## config.mk

```make
export PLATFORM = sky130hd
export DESIGN_NAME = sc_score
export DESIGN_NICKNAME = d
export VERILOG_FILES = /design/src/rtl/sc_score.sv
export SDC_FILE = /design/constraint.sdc
export NUM_CORES = 1
export LEC_CHECK = 0
export CORE_MARGIN = 8
export CORE_UTILIZATION = 55
export DETAILED_ROUTE_END_ITERATION = 16
export PLACE_DENSITY = 0.91
export REMOVE_ABC_BUFFERS = 1
export SLEW_MARGIN = 20
export SYNTH_ARGS = -nofsm -noshare
export SYNTH_HDL_FRONTEND = slang
export SYNTH_SLANG_ARGS = --single-unit
export TNS_END_PERCENT = 5
```

## constraint.sdc

```tcl
create_clock -name clk -period 14.6 [get_ports clk]
set_input_delay 3.65 -clock clk [delete_from_list [all_inputs] [get_ports clk]]
set_output_delay 3.65 -clock clk [all_outputs]
set_load 0.05 [all_outputs]
```

## src/rtl/sc_score.sv

```systemverilog
`default_nettype none
// ============================================================================
// Module      : sc_score
// Description : Rhythm-game hit scorer. Each cycle with en high is one hit
//               event: dt is graded against three inclusive thresholds, the
//               grade's base points are scaled by a streak-driven multiplier
//               and added to a saturating 32-bit score. Results are
//               registered, so they appear one cycle after the event.
// Ports       : clk    in   1  rising-edge clock
//               rst    in   1  synchronous active-high reset (beats en)
//               dt     in  16  unsigned timing error of the hit
//               en     in   1  event strobe, one event per high cycle
//               score  out 32  accumulated score, saturates at 32'hFFFF_FFFF
//               grade  out  2  last grade (0 MISS,1 GOOD,2 GREAT,3 PERFECT)
//               streak out  8  consecutive non-MISS events, saturates at 255
// Revision    : 1.0 - initial release
// ============================================================================
module sc_score #(
    parameter int unsigned PERFECT_MAX = 16,
    parameter int unsigned GREAT_MAX   = 50,
    parameter int unsigned GOOD_MAX    = 100,
    parameter logic [31:0] PTS_PERFECT = 32'd100,
    parameter logic [31:0] PTS_GREAT   = 32'd50,
    parameter logic [31:0] PTS_GOOD    = 32'd20,
    parameter int unsigned STREAK_STEP = 10,
    parameter int unsigned MULT_MAX    = 4
) (
    input  logic        clk,
    input  logic        rst,
    input  logic [15:0] dt,
    input  logic        en,
    output logic [31:0] score,
    output logic [1:0]  grade,
    output logic [7:0]  streak
);

    localparam logic [1:0] c_GRADE_MISS    = 2'd0;
    localparam logic [1:0] c_GRADE_GOOD    = 2'd1;
    localparam logic [1:0] c_GRADE_GREAT   = 2'd2;
    localparam logic [1:0] c_GRADE_PERFECT = 2'd3;

    logic [31:0] r_score;
    logic [1:0]  r_grade;
    logic [7:0]  r_streak;

    logic [31:0] w_dt_ext;
    logic [1:0]  w_grade;
    logic [31:0] w_base;
    logic [31:0] w_steps;
    logic [31:0] w_mult;
    logic [63:0] w_award;
    logic [63:0] w_sum;
    logic [31:0] w_score_next;

    always_comb begin
        w_dt_ext = {16'd0, dt};

        // Thresholds are inclusive: a dt equal to a limit earns the better grade.
        if (w_dt_ext <= PERFECT_MAX) begin
            w_grade = c_GRADE_PERFECT;
            w_base  = PTS_PERFECT;
        end else if (w_dt_ext <= GREAT_MAX) begin
            w_grade = c_GRADE_GREAT;
            w_base  = PTS_GREAT;
        end else if (w_dt_ext <= GOOD_MAX) begin
            w_grade = c_GRADE_GOOD;
            w_base  = PTS_GOOD;
        end else begin
            w_grade = c_GRADE_MISS;
            w_base  = 32'd0;
        end

        // Multiplier uses the streak as it stood before this event.
        // Compare against MULT_MAX-1 before adding one so the cap cannot wrap.
        w_steps = {24'd0, r_streak} / STREAK_STEP;
        if (w_steps >= MULT_MAX - 1) begin
            w_mult = MULT_MAX;
        end else begin
            w_mult = w_steps + 32'd1;
        end

        // Full 64-bit product and sum; any carry into the upper half saturates.
        w_award = {32'd0, w_base} * {32'd0, w_mult};
        w_sum   = {32'd0, r_score} + w_award;
        if (w_sum[63:32] != 32'd0) begin
            w_score_next = 32'hFFFF_FFFF;
        end else begin
            w_score_next = w_sum[31:0];
        end
    end

    always_ff @(posedge clk) begin
        if (rst) begin
            r_score  <= 32'd0;
            r_grade  <= c_GRADE_MISS;
            r_streak <= 8'd0;
        end else if (en) begin
            r_grade <= w_grade;
            if (w_grade == c_GRADE_MISS) begin
                r_streak <= 8'd0;
            end else begin
                r_score <= w_score_next;
                if (r_streak != 8'hFF) begin
                    r_streak <= r_streak + 8'd1;
                end
            end
        end
    end

    assign score  = r_score;
    assign grade  = r_grade;
    assign streak = r_streak;

endmodule
`default_nettype wire

```

==> impl_metrics.csv <==
group,metric,value,unit
global_route,track_usage,0.195,
floorplanning,start_util,0.558,
min_path,hold_depth,2,
pwr,sw_frac_of_total,0.270,
timing,hold_viol_final,0,
finish,drive_gt1_frac,0.0519,
detailed_routing,routed_wl,10800,um
setup_path,worstRegToRegCells,29,
global_route,grt_max_degree,37,
clock_tree,clkLatencyLatePin,0.29,ns
clock_tree,numCtsBuffers,5,
clock_tree,cts_setup_buffers,0,
finish,syn2layout_area_growth,18.3,%
timing,max_freq,0.100,GHz
synth,synth_edf_count,0,
outcome,status,"finished clean",
global_route,grt_pass1_wl,18100,um
setup_path,worstSetupPathType,"primary input to register",
detailed_routing,wl_per_cell,15.9,um
setup_path,path_max_fanout,12,
placement,portBuffers,60,
synth,synth_seq_cells,42,
timing,setup_viol,0,
synth,muxShareOfSynthArea,0.00471,
floorplanning,core,0.00761,sq mm
synth,synth.distinct_cells,73,
floorplanning,num_rows,32,
timing,worst_slew_pin_slew,0.843,ns
placement,gp_routability_congestion,0.911,
setup_path,reg2reg_slack,5.67,ns
synth,synth_top_family_by_area,"simple AND/OR/NAND/NOR gates",
pwr,ir_drop,0.0375,mV
timing,drv_slew,0,
setup_path,crit_path_end_kind,"register",
pwr,p_int,186,uW
synth,ys_warn_count,0,
detailed_routing,remaining_drc_errors,0,
synth,synth_compound_area_frac,0.192,
clock_tree,cts_hold_buf,0,
synth,async_reset_ff_frac,0,
setup_path,r2r-start,"streak[5]",
pwr,power.share.combinational,0.181,
floorplanning,die_h,104,um
global_route,grt.overflow.total,0,
timing,tns,0,ns
floorplanning,num_io_pins,61,
synth,synthCells,519,
clock_tree,cts_buffer_depth,2,
setup_path,cp-startpoint,"dt[13]",
detailed_routing,drtAntennaViolNets,0,
finish,final_core_util,0.661,
finish,finalNetCount,662,
detailed_routing,num_vias,3981,
synth,synth-xor-area-share,0.0536,
detailed_routing,first_pass_iters,5,
clock_tree,cts_resized,0,
pwr,leakagePower,0.00207,uW
clock_tree,clock-sinks,42,
run,maxCapViolCount,0,
global_route,antenna_found_initial,0,
timing,slew_headroom,0.437,
pwr,p_seq_frac,0.450,
clock_tree,h-tree-depth,2,
clock_tree,cts_root_buf,"clkbuf_8",
detailed_routing,drtIter0Drc,196,
floorplanning,dieArea,0.0108,sq mm
floorplanning,die-width,104,um
finish,fill_cells,618,
min_path,hold_end,"score[0]",
placement,dpl.hpwl,8150,um
setup_path,cp-start-kind,"primary input",
setup_path,r2r-end,"score[16]",
pwr,powerDensity,50.7,mW/mm^2
finish,final_cell_mix,"clkdlybuf4s50_1, nor2_1, ha_1, inv_1, dfxtp_1",
finish,final_common_cell,"clkdlybuf4s50_1",
global_route,grt_pass1_vias,3930,
synth,synth_area_per_cell,8.18,sq um
setup_path,cp.arrival,10.11,ns
pwr,switching_power,68.7,uW
clock_tree,cts_tree,"done",
finish,n_antenna_cell,0,
synth,yosysSeqAreaShare,0.198,
timing,fin_crit_sh,0.682,
detailed_routing,viasPerCell,5.85,
setup_path,required,14.76,ns
synth,synth_area,0.00425,sq mm
synth,synthAdderAreaFrac,0.228,
pwr,clkPwrFrac,0.369,
timing,rsz0062_at_grt,"false",
min_path,hp-start,"score[0]",
synth,ys.flop_type,"dfxtp_1",
min_path,hold_path_class,"register to register",
timing,skew,0.00549,ns
timing,post-route-min-period,9.96,ns
clock_tree,path_clk_slew,0.09,ns
synth,synthSimpleGateAreaFrac,0.252,
==> layout make-up <==
class / instances / area, sq um / share of cell area
clock inverter: 2 / 37.5 / 0.00747
timing repair buffer: 62 / 616 / 0.123
multi-input combinational: 422 / 3170 / 0.630
tap: 102 / 128 / 0.0254
sequential: 42 / 841 / 0.167
clock buffer: 6 / 72.6 / 0.0144
inverter: 44 / 165 / 0.0329
==> power groups by stage <==
stage / Combinational [uW] / Sequential, uW / Clock, uW
floorplan: 29.3 / 118 / 0
global placement: 42.5 / 117 / 0
detailed placement: 44.7 / 117 / 0
CTS: 45.2 / 115 / 95.1
global route: 52.3 / 115 / 99.1
finish: 46.3 / 115 / 94.0
==> worst max-delay path, cell delays in order <==
cell,delay [ns]
clkdlybuf4s50_1,0.41
nor4_1,0.29
nand3_1,0.21
or4_1,0.63
or4_1,0.55
fa_1,0.44
inv_1,0.08
fa_1,0.45
fa_1,0.55
inv_1,0.06
fa_1,0.56
inv_1,0.07
ha_1,0.23
or3_1,0.36
o21ai_0,0.39
nor3b_1,0.12
or2_1,0.28
and3_1,0.28
nand2_1,0.37
a31oi_1,0.15
==> sequential cells by signal (all words and copies together), names as in the netlist <==
signal,count
score,32
streak,8
grade,2
==> metal layers <==
layer	routed length (um)	track usage	vias to the layer above	share of wire
met3	688	0.0390	16	0.064
met2	5060	0.330	147	0.47
met1	4910	0.244	1869	0.45
li1	-	-	1949	-
met4	146	0.0527	0	0.014
met5	0	0	-	0
==> worst max-delay path by stage <==
stage / endpoint / slack, ns / depth (start not counted)
floorplan: score[16] / 5.46 / 19
CTS: score[16] / 4.70 / 20
global route: score[16] / 4.31 / 20
finish: score[16] / 4.64 / 20
detailed placement: score[16] / 4.41 / 20
global placement: score[16] / 4.71 / 20
==> cell usage after synthesis, types with 8 or more instances <==
| master | count | area (sq um) |
|---|---|---|
| o21ai_0 | 15 | 75.1 |
| nand3_1 | 18 | 90.1 |
| dfxtp_1 | 42 | 841 |
| nand2_1 | 26 | 97.6 |
| nor3_1 | 40 | 200 |
| clkbuf_1 | 15 | 56.3 |
| a21oi_1 | 29 | 145 |
| xnor2_1 | 17 | 149 |
| and3_1 | 8 | 50.1 |
| nor2_1 | 49 | 184 |
| fa_1 | 19 | 380 |
| ha_1 | 47 | 588 |
| xor2_1 | 9 | 78.8 |
| inv_1 | 43 | 161 |
| a31oi_1 | 10 | 62.6 |
==> metrics by stage <==
stage | cells | setup WS [ns] | instance area (sq um) | power, uW | hold WS (ns)
floorplan | 508 | 5.46 | 4170 | 147 | 0.657
global placement | 672 | 4.71 | 4910 | 160 | 0.432
detailed placement | 672 | 4.41 | 4910 | 162 | 0.449
CTS | 680 | 4.70 | 5020 | 255 | 0.465
global route | 680 | 4.31 | 5020 | 266 | 0.486
finish | 680 | 4.64 | 5020 | 255 | 0.460
==> cells by family (layout without fill, tap and decap cells) <==
| logic type | after synthesis | count (layout) |
|---|---|---|
| other | 1 | 15 |
| XOR/XNOR | 26 | 26 |
| flip-flops | 42 | 42 |
| adder cells (fa/ha/maj) | 66 | 66 |
| AND/OR/NAND/NOR | 201 | 201 |
| AO/OA/AOI/OAI | 112 | 112 |
| buffers and inverters | 69 | 114 |
| multiplexers | 2 | 2 |
No activity file was read; power rests on OpenSTA's default activity.
